[src/rtl/lcd_nibble_receiver_pkg.sv]
// rtl/lcd_nibble_receiver_pkg.sv - shared states, opcodes and DDRAM address helpers
package lcd_nibble_receiver_pkg;

    typedef enum logic [1:0] {
        INIT8  = 2'd0,
        NIB_HI = 2'd1,
        NIB_LO = 2'd2
    } nib_state_t;

    localparam logic [7:0] OP_SET_DDRAM  = 8'h80;
    localparam logic [7:0] OP_SET_CGRAM  = 8'h40;
    localparam logic [7:0] OP_FUNC_SET   = 8'h20;
    localparam logic [7:0] OP_SHIFT      = 8'h10;
    localparam logic [7:0] OP_DISP_CTRL  = 8'h08;
    localparam logic [7:0] OP_ENTRY_MODE = 8'h04;
    localparam logic [7:0] OP_HOME       = 8'h02;
    localparam logic [7:0] OP_CLEAR      = 8'h01;

    localparam logic [7:0] LINE1_BASE = 8'h00;
    localparam logic [7:0] LINE2_BASE = 8'h40;
    localparam logic [7:0] LINE1_END  = 8'h27;
    localparam logic [7:0] LINE2_END  = 8'h67;

    // Only the first 16 columns of each line are backed by visible cells.
    function automatic logic cell_mapped(input logic [6:0] addr);
        return (addr[6:4] == LINE1_BASE[6:4]) || (addr[6:4] == LINE2_BASE[6:4]);
    endfunction

    function automatic logic [4:0] cell_index(input logic [6:0] addr);
        return {addr[6], addr[3:0]};
    endfunction

    function automatic logic [6:0] next_address(input logic [6:0] addr, input logic inc);
        if (inc) begin
            if (addr == LINE1_END[6:0]) return LINE2_BASE[6:0];
            if (addr == LINE2_END[6:0] || addr == 7'h7F) return LINE1_BASE[6:0];
            return addr + 7'd1;
        end
        if (addr == LINE1_BASE[6:0]) return LINE2_END[6:0];
        if (addr == LINE2_BASE[6:0]) return LINE1_END[6:0];
        return addr - 7'd1;
    endfunction

endpackage

[src/rtl/lcd_nibble_receiver_if.sv]
// rtl/lcd_nibble_receiver_if.sv - 4-bit HD44780 bus as driven by the LCD controller
interface lcd_nibble_receiver_if;
    logic       iLcdE;
    logic       iLcdRS;
    logic       iLcdRW;
    logic [3:0] iLcdData;

    modport master (output iLcdE, output iLcdRS, output iLcdRW, output iLcdData);
    modport slave  (input  iLcdE, input  iLcdRS, input  iLcdRW, input  iLcdData);
endinterface

[src/rtl/lcd_nibble_receiver_assembler.sv]
// rtl/lcd_nibble_receiver_assembler.sv - E-strobe capture, 8/4-bit handshake, nibble pairing
module lcd_nibble_assembler
    import lcd_nibble_receiver_pkg::*;
(
    input  logic                        Clock,
    input  logic                        Reset,
    lcd_nibble_receiver_if.slave        lcd,
    input  logic                        busy,
    output logic [7:0]                  rx_byte,
    output logic                        rx_rs,
    output logic                        rx_valid,
    output logic                        rx_error,
    output logic                        mode_4bit
);

    logic       e_q, e_prev, rs_q, rw_q;
    logic [3:0] d_q;
    logic       strobe;

    nib_state_t state, state_next;
    logic [3:0] hi_q, hi_next;
    logic       prs_q, prs_next;
    logic       mode_next, rs_next, valid_next, error_next;
    logic [7:0] byte_next;

    assign strobe = e_prev && !e_q;

    always_ff @(posedge Clock) begin
        if (Reset) begin
            e_q       <= 1'b0;
            e_prev    <= 1'b0;
            rs_q      <= 1'b0;
            rw_q      <= 1'b0;
            d_q       <= 4'h0;
            state     <= INIT8;
            hi_q      <= 4'h0;
            prs_q     <= 1'b0;
            mode_4bit <= 1'b0;
            rx_byte   <= 8'h00;
            rx_rs     <= 1'b0;
            rx_valid  <= 1'b0;
            rx_error  <= 1'b0;
        end else begin
            e_q       <= lcd.iLcdE;
            e_prev    <= e_q;
            rs_q      <= lcd.iLcdRS;
            rw_q      <= lcd.iLcdRW;
            d_q       <= lcd.iLcdData;
            state     <= state_next;
            hi_q      <= hi_next;
            prs_q     <= prs_next;
            mode_4bit <= mode_next;
            rx_byte   <= byte_next;
            rx_rs     <= rs_next;
            rx_valid  <= valid_next;
            rx_error  <= error_next;
        end
    end

    always_comb begin
        state_next = state;
        hi_next    = hi_q;
        prs_next   = prs_q;
        mode_next  = mode_4bit;
        byte_next  = rx_byte;
        rs_next    = rx_rs;
        valid_next = 1'b0;
        error_next = 1'b0;
        if (strobe) begin
            // Reads and anything arriving during a Clear are refused without side effects.
            if (rw_q || busy) begin
                error_next = 1'b1;
            end else begin
                case (state)
                    INIT8: begin
                        if (!rs_q && d_q == 4'h2) begin
                            state_next = NIB_HI;
                            mode_next  = 1'b1;
                        end else if (rs_q || d_q != 4'h3) begin
                            error_next = 1'b1;
                        end
                    end
                    NIB_HI: begin
                        hi_next    = d_q;
                        prs_next   = rs_q;
                        state_next = NIB_LO;
                    end
                    NIB_LO: begin
                        state_next = NIB_HI;
                        if (rs_q != prs_q) begin
                            error_next = 1'b1;
                        end else begin
                            byte_next  = {hi_q, d_q};
                            rs_next    = rs_q;
                            valid_next = 1'b1;
                        end
                    end
                    default: state_next = INIT8;
                endcase
            end
        end
    end

endmodule

[src/rtl/lcd_nibble_receiver.sv]
// rtl/lcd_nibble_receiver.sv - HD44780 4-bit bus model: decoder, DDRAM address, 32-cell image
module lcd_nibble_receiver
    import lcd_nibble_receiver_pkg::*;
#(
    parameter int         CLEAR_BUSY_CYCLES = 16,
    parameter logic [7:0] BLANK_CHAR        = 8'h20
) (
    input  logic                 Clock,
    input  logic                 Reset,
    lcd_nibble_receiver_if.slave lcd,
    input  logic [4:0]           iReadIndex,
    output logic [7:0]           oReadChar,
    output logic [7:0]           oByte,
    output logic                 oRS,
    output logic                 oByteValid,
    output logic [6:0]           oAddress,
    output logic                 oMode4Bit,
    output logic                 oDisplayOn,
    output logic                 oBusy,
    output logic                 oProtocolError
);

    localparam int BUSY_W = $clog2(CLEAR_BUSY_CYCLES + 1);

    logic [7:0]        cells [32];
    logic [BUSY_W-1:0] busy_cnt;
    logic              inc_q;

    assign oBusy = (busy_cnt != '0);

    lcd_nibble_assembler u_assembler (
        .Clock     (Clock),
        .Reset     (Reset),
        .lcd       (lcd),
        .busy      (oBusy),
        .rx_byte   (oByte),
        .rx_rs     (oRS),
        .rx_valid  (oByteValid),
        .rx_error  (oProtocolError),
        .mode_4bit (oMode4Bit)
    );

    always_ff @(posedge Clock) begin
        if (Reset) begin
            oAddress   <= 7'h00;
            oDisplayOn <= 1'b0;
            oReadChar  <= 8'h00;
            inc_q      <= 1'b1;
            busy_cnt   <= '0;
            for (int i = 0; i < 32; i++) cells[i] <= BLANK_CHAR;
        end else begin
            oReadChar <= cells[iReadIndex];
            if (busy_cnt != '0) busy_cnt <= busy_cnt - 1'b1;
            if (oByteValid) begin
                if (!oRS) begin
                    if (|(oByte & OP_SET_DDRAM)) begin
                        oAddress <= oByte[6:0];
                    end else if (|(oByte & (OP_SET_CGRAM | OP_FUNC_SET | OP_SHIFT))) begin
                        // CGRAM, function set and shift are accepted but have no effect here.
                    end else if (|(oByte & OP_DISP_CTRL)) begin
                        oDisplayOn <= oByte[2];
                    end else if (|(oByte & OP_ENTRY_MODE)) begin
                        inc_q <= oByte[1];
                    end else if (|(oByte & OP_HOME)) begin
                        oAddress <= 7'h00;
                    end else if (|(oByte & OP_CLEAR)) begin
                        oAddress <= 7'h00;
                        inc_q    <= 1'b1;
                        busy_cnt <= BUSY_W'(CLEAR_BUSY_CYCLES);
                        for (int i = 0; i < 32; i++) cells[i] <= BLANK_CHAR;
                    end
                end else begin
                    if (cell_mapped(oAddress)) cells[cell_index(oAddress)] <= oByte;
                    oAddress <= next_address(oAddress, inc_q);
                end
            end
        end
    end

endmodule

[src/flat_wrapper.sv]
// flat-port wrapper written by rule: the top's interface ports become plain ports
module lcd_nibble_receiver_flat import lcd_nibble_receiver_pkg::*;
#(
    parameter int         CLEAR_BUSY_CYCLES = 16,
    parameter logic [7:0] BLANK_CHAR        = 8'h20
)
  (Clock, Reset, iReadIndex, oReadChar, oByte, oRS, oByteValid, oAddress, oMode4Bit, oDisplayOn, oBusy, oProtocolError, lcd_iLcdE, lcd_iLcdRS, lcd_iLcdRW, lcd_iLcdData);
  lcd_nibble_receiver_if lcd_i ();
  input  logic Clock;
  input  logic Reset;
  input  logic [4:0] iReadIndex;
  output logic [7:0] oReadChar;
  output logic [7:0] oByte;
  output logic oRS;
  output logic oByteValid;
  output logic [6:0] oAddress;
  output logic oMode4Bit;
  output logic oDisplayOn;
  output logic oBusy;
  output logic oProtocolError;
  input wire logic [$bits(lcd_i.iLcdE)-1:0] lcd_iLcdE;
  input wire logic [$bits(lcd_i.iLcdRS)-1:0] lcd_iLcdRS;
  input wire logic [$bits(lcd_i.iLcdRW)-1:0] lcd_iLcdRW;
  input wire logic [$bits(lcd_i.iLcdData)-1:0] lcd_iLcdData;
  assign lcd_i.iLcdE = lcd_iLcdE;
  assign lcd_i.iLcdRS = lcd_iLcdRS;
  assign lcd_i.iLcdRW = lcd_iLcdRW;
  assign lcd_i.iLcdData = lcd_iLcdData;
  lcd_nibble_receiver #(.CLEAR_BUSY_CYCLES(CLEAR_BUSY_CYCLES), .BLANK_CHAR(BLANK_CHAR)) u_core (.Clock(Clock), .Reset(Reset), .lcd(lcd_i), .iReadIndex(iReadIndex), .oReadChar(oReadChar), .oByte(oByte), .oRS(oRS), .oByteValid(oByteValid), .oAddress(oAddress), .oMode4Bit(oMode4Bit), .oDisplayOn(oDisplayOn), .oBusy(oBusy), .oProtocolError(oProtocolError));
endmodule
[config.mk]
export PLATFORM = sky130hd
export DESIGN_NAME = lcd_nibble_receiver_flat
export DESIGN_NICKNAME = d
export VERILOG_FILES = /design/src/rtl/lcd_nibble_receiver_pkg.sv /design/src/rtl/lcd_nibble_receiver_if.sv /design/src/rtl/lcd_nibble_receiver_assembler.sv /design/src/rtl/lcd_nibble_receiver.sv /design/src/flat_wrapper.sv
export SDC_FILE = /design/constraint.sdc
export NUM_CORES = 1
export LEC_CHECK = 0
export BUFFER_PORTS_ARGS = -buffer_cell sky130_fd_sc_hd__buf_2
export CAP_MARGIN = 20
export CORE_MARGIN = 2
export CORE_UTILIZATION = 50
export DETAILED_ROUTE_END_ITERATION = 12
export HOLD_SLACK_MARGIN = 0.1
export PLACE_DENSITY = 0.63
export SLEW_MARGIN = 30
export SYNTH_ARGS = -nofsm -noshare
export SYNTH_HDL_FRONTEND = slang
export SYNTH_SLANG_ARGS = --single-unit
[constraint.sdc]
create_clock -name Clock -period 3.3 [get_ports Clock]
set_clock_uncertainty 0.2 [all_clocks]
set_input_delay 0.825 -clock Clock [delete_from_list [all_inputs] [get_ports Clock]]
set_output_delay 0.825 -clock Clock [all_outputs]
set_load 0.005 [all_outputs]
-- After elaboration in Yosys (flattened, before gate mapping)
Memory sizes are Yosys's and may differ from the RTL's. A register that Yosys moved wholly into a read port is not among the register bits.
Index checks and enable logic that the tools add are counted.
- register bits: 41
- latch bits: 0
- RAM bits: 256
- bits in read-only memories: 0
- input port bits: 14
- logic and storage cells: 216
- memories: 1
- memories (memory ; depth ; width ; read ports ; clocked after Yosys merged registers in ; write ports ; RTL line ; RTL):
    u_core.cells ; 32 ; 8 ; 1 ; 1 ; 32 ; lcd_nibble_receiver.sv:25 ; logic [7:0] cells [32];
- add/sub/neg operators: 3
- $mul: 0
- divide/modulo/power cells: 0
- magnitude comparators: 0
- equal/unequal tests: 15
- shift operators: 0
- multiplexer cells: 115
- bitwise logic cells: 40
- reduce and logical (&&, ||, !) cells: 25
- operators by type and width (cell ; count):
    two-way mux 8 bit ; 33
    two-way mux 7 bit ; 17
    two-way mux 1 bit ; 52
    two-way mux 5 bit ; 10
    OR 1 bit ; 32
    == test 7 bit (second input constant) ; 3
    AND reduction 5 bit ; 2
    NOT 1 bit ; 8
    AND reduction 4 bit ; 2
    OR reduction 8 bit ; 1
    adder 7 x 1 -> 7 bit (second input constant) ; 1
    == test 7 x 6 -> 1 bit (second input constant) ; 1
    logical NOT 7 bit ; 1
    AND reduction 7 bit ; 1
    subtractor 7 x 1 -> 7 bit (second input constant) ; 1
    inequality test 3 x 1 -> 1 bit (second input constant) ; 2
    case mux 2 bit (3 select lines) ; 1
    AND reduction 3 bit ; 2
    nonzero test 5 bit ; 1
    subtractor 5 x 1 -> 5 bit (second input constant) ; 1
    == test 4 x 2 -> 1 bit (second input constant) ; 1
    logical OR 1 bit ; 4
    inequality test 4 x 2 -> 1 bit (second input constant) ; 1
    nonzero test 4 bit ; 1
    other kinds (17) ; 19

-- Logic depth before layout (Yosys ltp)
Gate-level depths: netlist (run 1).
- depth after elaboration: 20
- depth in mapped cells: 9
- gate-level depth less buffers: 7

-- Modules after synthesis
A second synthesis (run 1) with hierarchy kept.
- cell total of the unflattened synthesis: 1056
- area, all modules: 14257.4 µm²
- by module, submodules not included (module ; instances ; cells each ; area each (µm²)):
    lcd_nibble_receiver ; 1 ; 948 ; 13191.4
    lcd_nibble_assembler ; 1 ; 108 ; 1066.0

-- Least setup slack after synthesis (run 1)
No wires, ideal clock.
- path type: input port to flip-flop
- start: in Reset
- end: mem u_core.cells[18][0], enable pin
- library setup time: 0.384 ns
- arrival time: 2.407 ns
- data required time: 2.716 ns
- path slack: 0.309 ns
- stages on the path: 7
- buffers on the path: 3
- cell sequence: clkbuf_1 > nand2b_1 > nor2b_1 > nand2_1 > clkbuf_1 > clkbuf_1 > o21ai_0
- RTL lines (what ; RTL line ; RTL):
    start: declaration ; flat_wrapper.sv:10 ; input logic Reset;
    end: declaration ; lcd_nibble_receiver.sv:25 ;

-- Worst setup path after layout (run 1)
- start: reg u_core.busy_cnt[0]
- end: out oBusy
- cells in the longest elaborated chain, start to end: 1
- ends and longest elaborated chain (what ; RTL line ; RTL):
    start: declaration ; lcd_nibble_receiver.sv:26 ; logic [BUSY_W-1:0] busy_cnt;
    start signal: assignment ; lcd_nibble_receiver.sv:53 ; if (busy_cnt != '0) busy_cnt <= busy_cnt - 1'b1;
    start signal: assignment ; lcd_nibble_receiver.sv:69 ; busy_cnt <= BUSY_W'(CLEAR_BUSY_CYCLES);
    nonzero test 5 bit ; lcd_nibble_receiver.sv:29 ; assign oBusy = (busy_cnt != '0);
    end: declaration ; flat_wrapper.sv:19 ; output logic oBusy;
Every way passes these cells.

==> flow_summary.ini, run 1 <==
[run_status]
status = complete, no violations

[yosys]
avgSynthCellArea_um2 = 13.38
synth_cells = 1047
synth_area_leaders = edfxtp_1, mux4_2, dfxtp_1
syn_area_um2 = 14010
synth_common_cells = edfxtp_1, and2_1, nor3_1
yosys.area.top_type = edfxtp_1
ys_ff_latch = 305
synth_edf_count = 256
ys_seq_area_share_pct = 61.86
yosysMostFrequentCell = edfxtp_1
syn-num-nets = 1066
synth.distinct_cells = 55
synth.top_cell.area_share_pct = 54.86
yosysWarnings = 0
synth-async-reset-ratio_pct = 0
synthFlopType = edfxtp_1

[sta]
finalSetupTns_ns = 0
fin_crit_ns = 2.883
rsz0062_at_grt = no
relSlewSlack_pct = 43.74
period_share_pct = 87.35
slew_viol_final = 0
worst_pin_slew_ns = 0.8383
final.setup.worst_slack_ns = 0.4175
setup_viol = 0
max_freq_mhz = 346.9
hold_violations = 0

[drt]
dr.pass1.iters = 5
post_drt_wl_per_cell_um = 22.40
ant_nets = 0
routed-via-count = 8716
vias_per_cell = 5.865
drt_iter0_drc = 773
drc = 0
wl_um = 33280

[pwr]
pwr_density_cell_nw_per_um2 = 515.9
peakVddDrop_mv = 0.3573
p_total_uw = 8123
p_leak_uw = 0.005348

[layout]
fillers = 2206
ff_latch_area_um2 = 8668
n_antenna_cell = 0
instances_no_fill = 1486
nets = 1103
syn_to_final_growth_pct = 12.36
multiInputGateArea_um2 = 4825
drive_gt1_share_pct = 20.31
postLayoutCoreUtil_pct = 56.83

[setup_path]
end_kind = primary output
arrival_ns = 1.86
worstPathMaxFanout = 8
crit_slowest_cell = or4b_4
start_kind = register
cp_cell_sequence = inv_1 -> ha_1 -> or4b_4 -> buf_2
crit_buf_inv = 2
crit_family = simple AND/OR/NAND/NOR gates
worst_ep_required_time_ns = 2.27
slowest_delay_ns = 0.56
crit_type = reg -> out

[place]
hpwl_um = 21940
gp_congestion = 0.8206
post-place-cells = 1429
place_ws_ns = 0.1294
io_buffers = 42

[global_routing]
grt_max_degree = 48
overflow = 0
grt_pass1_vias = 8616
antenna_found_initial = 1
grt_pass1_wl_um = 51750
track_usage_pct = 23.44

[clock_tree]
cts-resized-gates = 0
post-cts-setup-buffers = 0
h-tree-depth = 1
cts_buffer_depth = 3
cts_tree = built
hold_buffers = 0
root_buffer = clkbuf_16
clock_sinks = 305
cts_buffers = 31
clk_pin_slew_worst_paths_ns = 0.06
insertion_delay_ns = 0.55

[run]
cap_viol_max_count = 0

[floorplanning]
row_count = 61
start_util_pct = 50.58
die_w_um = 171.4
ioPinCount = 43
core_area_um2 = 27710
die-area_um2 = 29380
dieHeight_um = 171.4

[worst_hold_path]
hold_path_class = reg -> reg
worst register-to-register path: stages, from the launching register on:
cell	delay, ns
dfxtp_1	0.47
nor3_1	0.38
nand3_1	0.19
o41a_1	0.44
buf_12	0.19
o21ai_1	0.47
registers in the layout (all words and copies together), names as in the netlist, 2 cells and up:
signal,flops
u_core.oReadChar,8
u_core.u_assembler.rx_byte,8
u_core.u_assembler.d_q,4
u_core.busy_cnt,5
u_core.cells,256
u_core.u_assembler.state,2
u_core.u_assembler.hi_q,4
u_core.oAddress,7
metal layers:
| metal | GRT usage [%] | wire (um) |
|---|---|---|
| met3 | 3.382 | 2642 |
| met1 | 35.26 | 14850 |
| met4 | 6.927 | 849 |
| met5 | 0 | 0 |
| met2 | 35.73 | 14940 |
path summary, 6_finish.rpt:
path	depth (start not counted)	endpoint	slack, ns	start
worst max-delay path	4	oBusy	0.42	u_core.busy_cnt[0]
worst min-delay path	2	u_core.u_assembler.rx_byte[5]	0.26	u_core.u_assembler.hi_q[1]
worst max register to register	5	u_core.cells[2][7]	0.58	u_core.u_assembler.rx_byte[6]
worst min register to register	2	u_core.u_assembler.rx_byte[5]	0.26	u_core.u_assembler.hi_q[1]
cell families after synthesis:
| family | share of synthesized area [%] |
|---|---|
| multiplexers | 12.13 |
| adder cells (fa/ha/maj) | 0.4464 |
| AND/OR/NAND/NOR | 16.36 |
| flip-flops | 61.86 |
| buffers and inverters | 3.714 |
| XOR/XNOR | 0.4375 |
| AO/OA/AOI/OAI | 5.054 |
per-stage QoR:
step	hold slack (ns)	instance area, um2
floorplan	0.2286	14010
global placement	0.2469	14820
detailed placement	0.2544	14820
CTS	0.2639	15750
global route	0.2694	15750
finish	0.2619	15750
where the power goes:
part	internal, uW	switching, uW
registers	4290	62.8
logic	245	280
clock network	1850	1400
cell type report:
type                    instances  area share (%)
clock buffers                  46           5.412
clock inverters                11          0.4847
inverters                      20          0.4768
multi-input cells             621           30.64
flip-flops and latches        305           55.05
well taps                     378           3.004
repair buffers                105           4.927
placed cells by master, fill, tap and decap left out, drive strengths merged, types with 3 or more instances in the layout:
| master | n |
|---|---|
| a2111oi | 8 |
| a211oi | 12 |
| a21oi | 19 |
| a221oi | 3 |
| a31oi | 5 |
| and2 | 134 |
| and3 | 5 |
| buf | 105 |
| clkbuf | 46 |
| clkinv | 9 |
| dfxtp | 49 |
| edfxtp | 256 |
| ha | 5 |
| inv | 19 |
| mux2i | 9 |
| mux4 | 71 |
| nand2 | 39 |
| nand2b | 4 |
| nand3 | 11 |
| nand3b | 4 |
| nor2 | 52 |
| nor2b | 22 |
| nor3 | 99 |
| nor3b | 3 |
| o21a | 3 |
| o21ai | 43 |
| o22ai | 7 |
| or3 | 34 |
| xnor2 | 5 |
Power figures use the tool's default switching activity.
==> run 2: changes to the inputs <==
--- a/config.mk
+++ b/config.mk
@@ -5,12 +5,13 @@
 export SDC_FILE = /design/constraint.sdc
 export NUM_CORES = 1
 export LEC_CHECK = 0
+export ABC_AREA = 1
 export BUFFER_PORTS_ARGS = -buffer_cell sky130_fd_sc_hd__buf_2
 export CAP_MARGIN = 20
 export CORE_MARGIN = 2
 export CORE_UTILIZATION = 50
 export DETAILED_ROUTE_END_ITERATION = 12
-export HOLD_SLACK_MARGIN = 0.1
+export HOLD_SLACK_MARGIN = 0.03
 export PLACE_DENSITY = 0.63
 export SLEW_MARGIN = 30
 export SYNTH_ARGS = -nofsm -noshare
==> run 2 against run 1 <==
Net effect:
- clock power up 15%
- critical path depth up 2
- cell count up 32%
- sequential power about the same
- register-to-register slack better by 0.05 ns
- synthesized cell count up 48%
- first-iteration DRC count up 32%
- routed wire length up 7.9%
- final area down 0.94%
- largest cell class unchanged
==> flow_summary.ini, run 2 <==
[layout]
largest_register = u_core.cells
nets = 1579
mostFrequentLayoutCells = nand2_1, nor2_1, edfxtp_1
top_regs = u_core.cells x256, u_core.oReadChar x8, u_core.u_assembler.rx_byte x8
n_antenna_cell = 0
postLayoutCoreUtil_pct = 56.45
drive_gt1_share_pct = 10.84
syn_to_final_growth_pct = 11.59
layout_commonest_cell = nand2_1
largest_register_ffs = 256

[setup_path]
worstPathMaxFanout = 10
worst_ep_required_time_ns = 3.28
regToRegSetupSlack_ns = 0.63
r2r-end = u_core.cells[7][0]
arrival_ns = 2.65
end_kind = register
crit_type = reg -> reg
start_kind = register
rr_startpoint = u_core.oAddress[2]
crit_path_start = u_core.oAddress[2]
reg2regPathDepth = 6

[worst_hold_path]
hold_path.startpoint = u_core.u_assembler.e_q
min_to = u_core.u_assembler.e_prev
hold_path_class = reg -> reg
holdPathStages = 2

[yosys]
yosys.area.top_type = edfxtp_1
syn_area_um2 = 13980
yosysWarnings = 0
synth-async-reset-ratio_pct = 0
synthFlopType = edfxtp_1
synth.top_cell.area_share_pct = 55.00
synth_common_cells = nand2_1, nor2_1, edfxtp_1
syn-num-nets = 1568
avgSynthCellArea_um2 = 9.023
synth_area_leaders = edfxtp_1, nand2_1, nor2_1
ys_ff_latch = 305
synth.distinct_cells = 36
yosysMostFrequentCell = nand2_1
synth_edf_count = 256
ys_seq_area_share_pct = 62.02
synth_cells = 1549

[clock_tree]
clk_pin_slew_worst_paths_ns = 0.06
cts-resized-gates = 0
cts_buffer_depth = 3
cts_tree = built
h-tree-depth = 2
insertion_delay_ns = 0.51
root_buffer = clkbuf_16
cts_buffers = 34
clock_sinks = 305
hold_buffers = 0
post-cts-setup-buffers = 0

[drt]
drt_iter0_drc = 1023
ant_nets = 0
wl_um = 35910
vias_per_cell = 5.396
drc = 0
dr.pass1.iters = 5
post_drt_wl_per_cell_um = 18.28
routed-via-count = 10600

[sta]
rsz0062_at_grt = no
worst_pin_slew_ns = 0.6329
max_freq_mhz = 374.3
fin_crit_ns = 2.672
slew_viol_final = 0
setup_viol = 0
relSlewSlack_pct = 57.81
period_share_pct = 80.96
hold_violations = 0
finalSetupTns_ns = 0

[floorplanning]
die_w_um = 171.2
start_util_pct = 50.59
core_area_um2 = 27630
ioPinCount = 43
die-area_um2 = 29310
dieHeight_um = 171.2
row_count = 61

[pwr]
pwr_density_cell_nw_per_um2 = 553.9
comb_power_share_pct = 6.6
p_sw_share_pct = 22.36
peakVddDrop_mv = 0.4351
power.internal_uw = 6708
switchingPower_uw = 1932
p_leak_uw = 0.005753
clockPowerShare_pct = 43.3
seqPwrFrac_pct = 50.1

[global_routing]
grt_pass1_wl_um = 55510
grt_pass1_vias = 10080
grt_max_degree = 105
antenna_found_initial = 0
track_usage_pct = 25.13
overflow = 0

[run_status]
status = complete, no violations

[place]
io_buffers = 42
hpwl_um = 22170
gp_congestion = 0.8635

[run]
cap_viol_max_count = 0
## run 2: layer usage
layer,global-route usage [%],routed length (um),up-vias
li1,-,-,5144
met1,34.63,15030,4929
met2,40.43,16770,444
met3,4.027,2957,80
met4,9.285,1151,0
met5,0,0,-
## run 2: logic make-up after synthesis
group           after synthesis  synth area share (%)
compound gates              130                 4.906
simple gates                919                 26.75
fa+ha+maj                     5                0.4476
xor+xnor                      5                0.3134
buf+inv                     185                 5.568
flops                       305                 62.02
## run 2: per-stage QoR
stage	cell area, um2	total power, uW	std cells	setup WS (ns)	hold slack (ns)
final	15600	8640	1964	0.6284	0.2271
after global routing	15600	8917	1964	0.5318	0.2458
after CTS	15600	8680	1964	0.6364	0.2326
after detailed placement	14490	4983	1902	0.4579	0.2234
after global placement	14490	4972	1902	0.4819	0.2248
after floorplan	13980	4797	1549	1.061	0.2096
## run 2: worst max path at each step
stage          slack, ns             endpoint  depth (start not counted)
2_1_floorplan       1.06   u_core.cells[0][0]                          7
5_1_grt             0.53                oBusy                          6
3_3_place_gp        0.48  u_core.cells[22][1]                          8
4_1_cts             0.64                oBusy                          6
3_5_place_dp        0.46  u_core.cells[30][1]                          8
6_report            0.63   u_core.cells[7][0]                          6
## run 2: power groups by stage
stage               registers (uW)  logic, uW  clock network (uW)
floorplan                     4400        401                   0
global placement              4410        563                   0
detailed placement            4410        574                   0
CTS                           4330        576                3780
global route                  4340        640                3940
finish                        4330        573                3740
## run 2: area by class of cell
class,count,area [um2]
clock buffers,45,975.9
well taps,378,473.0
flip-flops and latches,305,8668
fillers,2459,12030
multi-input cells,1059,4531
clock inverters,17,135.1
repair buffers,64,452.9
inverters,96,361.6
## run 2: worst max-delay path, stage by stage (launching register included)
cell and delay [ns]:
dfxtp_1 0.56, clkinv_1 0.30, nor3_1 0.43, inv_1 0.23, nor2_1 0.23, inv_2 0.11, nand2_1 0.29
==> run 3: changes to the inputs <==
==> constraint.sdc (replaced) <==
create_clock -name Clock -period 2.6 [get_ports Clock]
set_clock_uncertainty 0.2 [all_clocks]
set_input_delay 0.65 -clock Clock [delete_from_list [all_inputs] [get_ports Clock]]
set_output_delay 0.65 -clock Clock [all_outputs]
set_load 0.005 [all_outputs]
==> run 3 against run 2 <==
Net effect:
- count of clock-buffer cells in the layout grew 3
- setup slack lost 0.45 ns
- combinational power grew 30%
- highest routed layer unchanged
- register-to-register slack lost 0.36 ns
- routed wire length grew 1.6%
- critical path depth is the same
- non-clock buffer count grew 32
==> flow_summary.ini, run 3 (synthesis results as in run 2) <==
[run_status]
status = complete, no violations

[worst_hold_path]
hold_path_class = in -> reg
hold_path.startpoint = lcd_iLcdData[0]

[layout]
syn_to_final_growth_pct = 13.98
nets = 1611
final_area_um2 = 15930
largest_register = u_core.cells
n_antenna_cell = 0
drive_gt1_share_pct = 12.79
mostFrequentLayoutCells = nand2_1, nor2_1, edfxtp_1
layout_commonest_cell = nand2_1
fillers = 2515
top_regs = u_core.cells x256, u_core.oReadChar x8, u_core.u_assembler.rx_byte x8
largest_register_ffs = 256

[sta]
final.setup.worst_slack_ns = 0.1792
hold_violations = 0
slew_viol_final = 0
max_freq_mhz = 413.1
period_share_pct = 93.11
finalSetupTns_ns = 0
relSlewSlack_pct = 57.42
rsz0062_at_grt = no
setup_viol = 0
worst_pin_slew_ns = 0.6386
hold_ws_ns = 0.1405
fin_crit_ns = 2.421

[pwr]
pwr_density_cell_nw_per_um2 = 700.4
p_leak_uw = 0.005940
peakVddDrop_mv = 0.3753

[clock_tree]
root_buffer = clkbuf_16
clock_sinks = 305
clk_pin_slew_worst_paths_ns = 0.06
post-cts-setup-buffers = 0
cts_tree = built
insertion_delay_ns = 0.53
cts_buffers = 34
h-tree-depth = 2
cts-resized-gates = 0
hold_buffers = 0
cts_buffer_depth = 3

[setup_path]
regToRegSetupSlack_ns = 0.27
crit_path_start = u_core.busy_cnt[0]
arrival_ns = 1.57
crit_slowest_cell = dfxtp_1
crit_type = reg -> out
crit_path_frequent_cell = inv_1
slowest_delay_ns = 0.32
worst_ep_required_time_ns = 1.75
start_kind = register
worstPathMaxFanout = 8
cp_cell_sequence = inv_1 -> ha_1 -> nand2_1 -> nor2_4 -> inv_1 -> buf_2
end_kind = primary output
rr_startpoint = u_core.oAddress[5]

[global_routing]
antenna_found_initial = 0
overflow = 0
track_usage_pct = 25.60
grt_pass1_vias = 10270
grt_pass1_wl_um = 56420
grt_max_degree = 57

[floorplanning]
start_util_pct = 50.59
core_area_um2 = 27630
row_count = 61
die-area_um2 = 29310
die_w_um = 171.2
ioPinCount = 43
dieHeight_um = 171.2

[place]
io_buffers = 42
hpwl_um = 23190
place_ws_ns = 0.09376
place_area_um2 = 14780
gp_congestion = 0.8333

[drt]
vias_per_cell = 5.351
dr.pass1.iters = 5
ant_nets = 0
routed-via-count = 10680
drt_iter0_drc = 1067
post_drt_wl_per_cell_um = 18.29
drc = 0
wl_um = 36500

[run]
cap_viol_max_count = 0
[run 3: cell types whose count changed in the layout (fill, tap and decap cells not counted)]
cell	change
clkbuf_8	+1
inv_4	-1
inv_6	-1
clkinv_8	+1
clkinv_1	-5
clkinv_2	+2
bufinv_16	+1
buf_4	+28
buf_12	+4
clkbuf_1	+2
[run 3: critical path, delay by kind of cell (launching register included)]
kind,cells,cell delay (ns)
fa+ha+maj,1,0.18
simple gates,2,0.30
buf+inv,3,0.27
flops,1,0.32
[run 3: metrics by stage]
stage                     util (%)  cells  total power [uW]
final                        57.66   1996             11160
after global routing         57.66   1996             11490
after CTS                    57.66   1996             11210
after detailed placement     53.48   1934              6343
after global placement       53.48   1934              6328
after floorplan                  -   1549              6089
[run 3: report_power, final]
part	leakage [uW]	internal (uW)	switching, uW
sequential	0.00293	5440	57.2
clock	0.000569	2990	1930
combinational	0.00244	247	498
total	0.00594	8670	2490
[run 3: path summary, 6_finish.rpt]
kind / to / depth (start not counted)
setup / recovery: oBusy / 6
hold / removal: u_core.u_assembler.d_q[0] / 3
setup reg to reg: u_core.cells[1][6] / 9
hold reg to reg: u_core.u_assembler.e_prev / 2
[run 3: routing by layer]
metal,GRT usage (%),share of wire [%],wire (um),vias up
met4,9.727,2.8,1022,0
li1,-,-,-,5210
met3,4.487,7.7,2814,73
met5,0,0,0,-
met2,41.18,47,17050,413
met1,34.94,43,15610,4984
[run 3: final cells by class]
cell class | instances | area, um2 | share of cell area, %
clock buffer | 48 | 997.2 | 6.259
clock inverter | 14 | 157.7 | 0.9896
multi-input combinational | 1059 | 4531 | 28.44
inverter | 96 | 361.6 | 2.270
sequential | 305 | 8668 | 54.41
timing repair buffer | 96 | 743.2 | 4.665
tap | 378 | 473.0 | 2.969
